--- config.mk ---
export PLATFORM = sky130hd
export DESIGN_NAME = puf_response_voter
export DESIGN_NICKNAME = d
export VERILOG_FILES = /design/src/rtl/puf_response_voter.sv
export SDC_FILE = /design/constraint.sdc
export NUM_CORES = 1
export LEC_CHECK = 0
export CAP_MARGIN = 0
export CORE_MARGIN = 5
export CORE_UTILIZATION = 55
export DETAILED_ROUTE_END_ITERATION = 12
export GPL_ROUTABILITY_DRIVEN = 0
export PLACE_DENSITY = 0.76
export SLEW_MARGIN = 20
export SYNTH_ARGS = -nofsm -noshare
export SYNTH_HDL_FRONTEND = slang
export SYNTH_SLANG_ARGS = --single-unit
--- constraint.sdc ---
create_clock -name Clk -period 2.4 [get_ports Clk]
set_input_delay 0.48 -clock Clk [delete_from_list [all_inputs] [get_ports Clk]]
set_output_delay 0.48 -clock Clk [all_outputs]
set_load 0.01 [all_outputs]
--- src/rtl/puf_response_voter.sv ---
// puf_response_voter: arm/fire sequencer for the DAPUF array with a per-bit
// majority vote over NUM_SAMPLES evaluations and a valid/ready key output.
// Optional feature macro: UNSTABLE_MASK_EN (adds the unstable_mask output).
module puf_response_voter #(
    parameter int WIDTH         = 64,
    parameter int NUM_SAMPLES   = 15,
    parameter int ARM_CYCLES    = 19,
    parameter int SETTLE_CYCLES = 30
) (
    input  logic             Clk,
    input  logic             RstN,
    input  logic             start,
    input  logic [WIDTH-1:0] resp_in,
    output logic             excite_l,
    output logic             excite_r,
    output logic             busy,
    output logic [WIDTH-1:0] key_out,
    output logic             key_valid,
    input  logic             key_ready
`ifdef UNSTABLE_MASK_EN
    ,
    output logic [WIDTH-1:0] unstable_mask
`endif
);

    localparam int CW    = $clog2(NUM_SAMPLES + 1);
    localparam int TMAX  = (ARM_CYCLES > SETTLE_CYCLES) ? ARM_CYCLES : SETTLE_CYCLES;
    localparam int TW    = $clog2(TMAX + 1);

    typedef enum logic [2:0] {IDLE, ARM, FIRE, SAMPLE, DONE} state_t;

    state_t                     state, state_nxt;
    logic [TW-1:0]              timer;
    logic [CW-1:0]              sample_cnt;
    logic                       last_sample;
    logic                       excite_q;
    logic [WIDTH-1:0][CW-1:0]   cnt, cnt_nxt;
    logic [WIDTH-1:0]           vote;

    assign last_sample = (sample_cnt + CW'(1)) == CW'(NUM_SAMPLES);

    // Per-bit vote counters: next count and the majority decision on it.
    for (genvar i = 0; i < WIDTH; i++) begin : g_bit
        assign cnt_nxt[i] = cnt[i] + CW'(resp_in[i]);
        assign vote[i]    = cnt_nxt[i] > CW'(NUM_SAMPLES / 2);
    end

`ifdef UNSTABLE_MASK_EN
    logic [WIDTH-1:0] unstable;
    for (genvar i = 0; i < WIDTH; i++) begin : g_unstable
        assign unstable[i] = (cnt_nxt[i] != '0) && (cnt_nxt[i] != CW'(NUM_SAMPLES));
    end
`endif

    // Next-state logic for the arm/fire/sample sequence.
    always_comb begin
        state_nxt = state;
        case (state)
            IDLE:    if (start) state_nxt = ARM;
            ARM:     if (timer == TW'(ARM_CYCLES - 1)) state_nxt = FIRE;
            FIRE:    if (timer == TW'(SETTLE_CYCLES - 1)) state_nxt = SAMPLE;
            SAMPLE:  state_nxt = last_sample ? DONE : ARM;
            DONE:    if (key_ready) state_nxt = IDLE;
            default: state_nxt = IDLE;
        endcase
    end

    // State, phase timer, excite register, vote counters and key capture.
    always_ff @(posedge Clk) begin
        if (!RstN) begin
            state      <= IDLE;
            timer      <= '0;
            sample_cnt <= '0;
            cnt        <= '0;
            excite_q   <= 1'b1;
            key_out    <= '0;
`ifdef UNSTABLE_MASK_EN
            unstable_mask <= '0;
`endif
        end else begin
            state <= state_nxt;
            // Timer restarts on every phase change, so each ARM/FIRE starts at 0.
            if ((state == ARM || state == FIRE) && state_nxt == state)
                timer <= timer + TW'(1);
            else
                timer <= '0;
            // Registered from next state so excite changes exactly on phase entry.
            excite_q <= (state_nxt != ARM);
            if (state == IDLE && start) begin
                cnt        <= '0;
                sample_cnt <= '0;
            end
            if (state == SAMPLE) begin
                cnt        <= cnt_nxt;
                sample_cnt <= sample_cnt + CW'(1);
                // Final sample folds straight into the key so it is ready on DONE entry.
                if (last_sample) begin
                    key_out <= vote;
`ifdef UNSTABLE_MASK_EN
                    unstable_mask <= unstable;
`endif
                end
            end
        end
    end

    assign excite_l  = excite_q;
    assign excite_r  = excite_q;
    assign key_valid = (state == DONE);
    assign busy      = (state == ARM) || (state == FIRE) || (state == SAMPLE);

endmodule

**Word-level counts from Yosys, hierarchy flattened**

Cells that the tools add are included.

- Add/subtract/negate cells: 66
- Reductions and logical operators: 8
- Mux-type cells: 10
- Magnitude comparators: 64
- Eq/ne operators: 9

Operators with widths:

| cell | count |
|---|---|
| 2-to-1 mux 256 bit | 2 |
| adder 4 x 1 -> 4 bit | 64 |
| > comparator 4 x 3 -> 1 bit, second input constant | 64 |
| 2-to-1 mux 3 bit | 5 |
| case mux 3 bit (5 select lines) | 1 |
| equality test 5 bit, second input constant | 2 |
| 2-to-1 mux 4 bit | 2 |
| equality test 3 x 2 -> 1 bit, second input constant | 2 |
| adder 5 x 1 -> 5 bit, second input constant | 1 |
| adder 4 x 1 -> 4 bit, second input constant | 1 |
| equality test 4 bit, second input constant | 1 |
| AND reduction 2 bit | 2 |
| equality test 3 x 1 -> 1 bit, second input constant | 1 |
| equality test 3 bit | 1 |
| equality test 3 bit, second input constant | 1 |
| zero test 3 bit | 1 |
| != test 3 x 1 -> 1 bit, second input constant | 1 |
| logical AND 1 bit | 2 |
| logical OR 1 bit | 2 |
| nonzero test 2 bit | 1 |

- Flip-flop bits (word level): 333
- Output and inout bits: 68
- Logic and storage cells: 226
- Input bits: 68

**Depth between registers and ports, before layout**

- Depth after elaboration: 7
- Gate-level depth with buffers: 8
- Depth with buffers taken out: 6

**Worst setup path before layout**

OpenSTA, ideal clock, no wires.

- Kind: flip-flop to flip-flop
- Start point: reg sample_cnt[0]
- End point: reg key_out[10]
- Setup slack: 491 ps
- Stages on the path, launching flop included: 8
- Arrival: 1792 ps
- Required time: 2283 ps
- Library setup time: 117 ps
- Buffers on the path: 1
- Clock period less this slack: 1909 ps
- Cells stage by stage: dfxtp_1 -> inv_1 -> ha_1 -> or3b_2 -> nor3_2 -> a211oi_4 -> buf_6 -> a22o_1

- Word-level cells in the longest chain between the ends: 3

Ends and longest elaborated chain:

| element | line | text |
|---|---|---|
| start: declaration | 34 | `logic [CW-1:0] sample_cnt;` |
| start signal: assignment | 95 | `sample_cnt <= sample_cnt + CW'(1);` |
| adder 4 x 1 -> 4 bit | 40 | `assign last_sample = (sample_cnt + CW'(1)) == CW'(NUM_SAMPLES);` |
| equality test 4 bit | 40 |  |
| AND reduction 2 bit (no source line) | n/a |  |
| end signal: assignment | 98 | `key_out <= vote;` |
| end: declaration | 17 | `output logic [WIDTH-1:0] key_out,` |

No other way between the ends.
A chain may end at the register's enable or synchronous reset.

**Worst setup path in the final report**

- Start point: reg state[0]
- End point: out key_valid

- Word-level cells in the longest chain between the ends: 1

Ends and longest elaborated chain:

| element | line | text |
|---|---|---|
| start: declaration | 32 | `state_t state, state_nxt;` |
| start signal: assignment | 81 | `state <= state_nxt;` |
| equality test 3 bit | 109 | `assign key_valid = (state == DONE);` |
| end: declaration | 18 | `output logic key_valid,` |

No other way between the ends.

==> metrics.cfg <==
[outcome]
status = complete, no violations

[route]
drt-pass1-iter-count = 5
wl_per_cell_microns = 15.4
vias_per_cell = 5.54
drc_errors = 0
wirelength_mm = 29.6
drt_iter0_drc = 752
vias = 10630
drt.antenna.violating_nets = 0

[synth]
synth-xor-area-share_pct = 8.07
synth.area.mux_share_pct = 0
synthAdderAreaFrac_pct = 11.7
avgSynthCellArea_sq_um = 9.65
netlist_area_sq_um = 14200
synth-compound-area-share_pct = 15.7
ys_types = 45
syn_inst = 1473
synth_top_family_by_area = compound AO/OA/AOI/OAI gates
syn-num-nets = 1674
synth_warnings = 0
ys_ff_latch = 333
ys_seq_area_share_pct = 46.9
synthSimpleGateAreaFrac_pct = 14.3

[clock_tree]
cts_sinks = 333
holdBufCountCts = 0
cts_tree = done
clockBufferDepth = 3
clkTransAtPathRegs_ns = 0.06
insertion_delay_ns = 0.52
cts_root_buf = clkbuf_16
cts_made_buffers = 36
cts_max_level = 2

[sta]
whs_ns = 0.474
rsz0062_at_grt = false
slew_headroom_pct = 39.4
tightest_slew_ns = 0.909
fin_worst_skew_ns = 0.0215
period_share_pct = 95.3
hold_viol_final = 0
tns_ns = 0
fmax_mhz = 437
period_needed_ns = 2.29
slew_violations = 0
finalSetupViolCount = 0

[power_and_ir_drop]
p_per_area_nw_per_um2 = 681
peakVddDrop_mv = 0.556
power.leakage_nw = 6.75

[grt]
grt_pass1_wl_mm = 49.5
antenna_found_initial = 1
track_usage_pct = 20.1
grt_remaining_overflow = 0
grt_max_degree = 195
grt_pass1_vias = 10331

[flow_run]
maxCapViolCount = 0

[setup_path]
critPathMaxFanout = 6
cp-start-kind = flop
reg2reg_slack_ns = 0.26
cp-end-kind = output pin
cp.arrival_ns = 1.81
crit_type = reg -> out
worst_ep_required_time_ns = 1.92

[die]
row_count = 58
die_width_microns = 171
core_sq_um = 25300
fp.dieH_microns = 171
start_util_pct = 56.1
die_area_sq_um = 29200
io_pins = 136

[final_layout]
antenna_cells = 0
area_growth_pct = 20.0
nNetsFinal = 1767
drive_gt1_share_pct = 5.53

[place]
dpl.hpwl_mm = 17.5
port_buffers = 135

[hold_path]
hold_path.class = reg -> reg

[cells by family (layout without fill, tap and decap cells)]
group | count (synthesis) | count (layout)
flip-flops | 333 | 333
XOR/XNOR | 131 | 131
adder cells (fa/ha/maj) | 133 | 133
AND/OR/NAND/NOR | 494 | 494
buffers and inverters | 105 | 222
AO/OA/AOI/OAI | 277 | 277
[critical path, stage by stage, from the launching register on]
cell             delay (ns)
dfxtp_1                0.33
buf_4                  0.16
nor2_2                 0.14
and2_1                 0.14
clkdlybuf4s50_1        0.53
[path summary, 6_finish.rpt]
path / from / end / cells past startpoint
max reg2reg: sample_cnt[1] / key_out[3] / 6
max: state[0] / key_valid / 4
min reg2reg: key_out[17] / key_out[17] / 1
min: key_out[17] / key_out[17] / 1
[power breakdown]
| part | internal (mW) | leakage (nW) | switching, mW | total [mW] |
|---|---|---|---|---|
| logic | 0.177 | 3.47 | 0.261 | 0.438 |
| registers | 5.53 | 2.68 | 0.00437 | 5.54 |
| clock network | 3.52 | 0.603 | 2.14 | 5.65 |
[synthesized netlist by cell type, drive strengths merged]
| master | instances | area, sq um |
|---|---|---|
| xor2 | 130 | 1140 |
| nand2 | 65 | 244 |
| and3b | 1 | 8.76 |
| nand3b | 1 | 7.51 |
| nand2b | 6 | 37.5 |
| a2bb2oi | 64 | 561 |
| nand3 | 67 | 335 |
| a211o | 2 | 17.5 |
| dfxtp | 333 | 6670 |
| nor4 | 1 | 6.26 |
| a21oi | 7 | 35.0 |
| or3b | 2 | 17.5 |
| and3 | 3 | 23.8 |
| a21o | 1 | 7.51 |
| o21bai | 1 | 7.51 |
| clkbuf | 68 | 256 |
| nor2b | 3 | 18.8 |
| nor2 | 336 | 1260 |
| nand4bb | 1 | 11.3 |
| or4b | 1 | 10.0 |
| a22o | 64 | 561 |
| a311o | 1 | 10.0 |
| nand4 | 1 | 6.26 |
| a211oi | 1 | 20.0 |
| buf | 33 | 203 |
| and2 | 2 | 12.5 |
| o221ai | 1 | 8.76 |
| or4bb | 1 | 11.3 |
| a41o | 1 | 10.0 |
| o21ai | 6 | 33.8 |
| inv | 4 | 15.0 |
| a22oi | 128 | 961 |
| ha | 133 | 1660 |
| nor3 | 3 | 20.0 |
| xnor2 | 1 | 8.76 |
[per-stage QoR]
step / cells / setup WS (ns) / utilization (%) / area [sq um] / power, mW
floorplan: 1473 / 0.491 / - / 14200 / 5.86
global placement: 1857 / 0.104 / 62.5 / 15800 / 6.09
detailed placement: 1857 / 0.0414 / 62.5 / 15800 / 6.10
CTS: 1919 / 0.00966 / 67.3 / 17100 / 11.8
global route: 1920 / 0.0305 / 67.4 / 17100 / 12.0
finish: 1920 / 0.113 / 67.4 / 17100 / 11.6
[cell type report]
cell class / count / area [sq um]
Inverter: 4 / 20.0
Multi-Input combinational cell: 1035 / 7100
Timing Repair Buffer: 156 / 1650
Clock inverter: 13 / 198
Fill cell: 1979 / 8260
Clock buffer: 49 / 1020
Tap cell: 330 / 413
Sequential cell: 333 / 6670
[sequential cells by signal, summed over array words and instances (netlist names)]
register    flops
cnt           256
state           3
excite_l        1
timer           5
key_out        64
sample_cnt      4
[cell usage in the layout, fill, tap and decap left out, types with 2 or more instances in the layout]
master	n
and3_1	2
dfxtp_1	333
nand2_1	65
nand3_1	67
o21ai_0	4
clkbuf_16	37
xor2_1	130
a21oi_1	7
a2bb2oi_1	64
a22oi_1	128
clkinv_2	6
nor2_1	335
inv_1	3
a22o_1	64
bufinv_16	5
nor3_1	2
clkbuf_1	7
buf_4	10
and2_1	2
buf_12	11
ha_1	133
clkbuf_8	5
inv_6	3
nand2b_1	6
a211o_1	2
clkdlybuf4s50_1	135
nor2b_1	3
[timing repair]
| action | CTS | global route |
|---|---|---|
| endpoints found under the setup margin | 0 | 34 |
| gates resized for setup | 0 | 1 |
| hold endpoints to repair | 0 | 0 |
| setup buffers | 0 | 1 |
[metal layers]
metal	GRT usage, %	share of wire, %	up-vias	routed length [microns]
met3	3.12	4.2	41	1250
met2	34.3	48	192	14200
li1	-	-	5326	-
met5	0	0.044	-	13
met1	26.6	46	5069	13600
met4	5.49	1.7	2	517
Power figures use the tool's default switching activity.
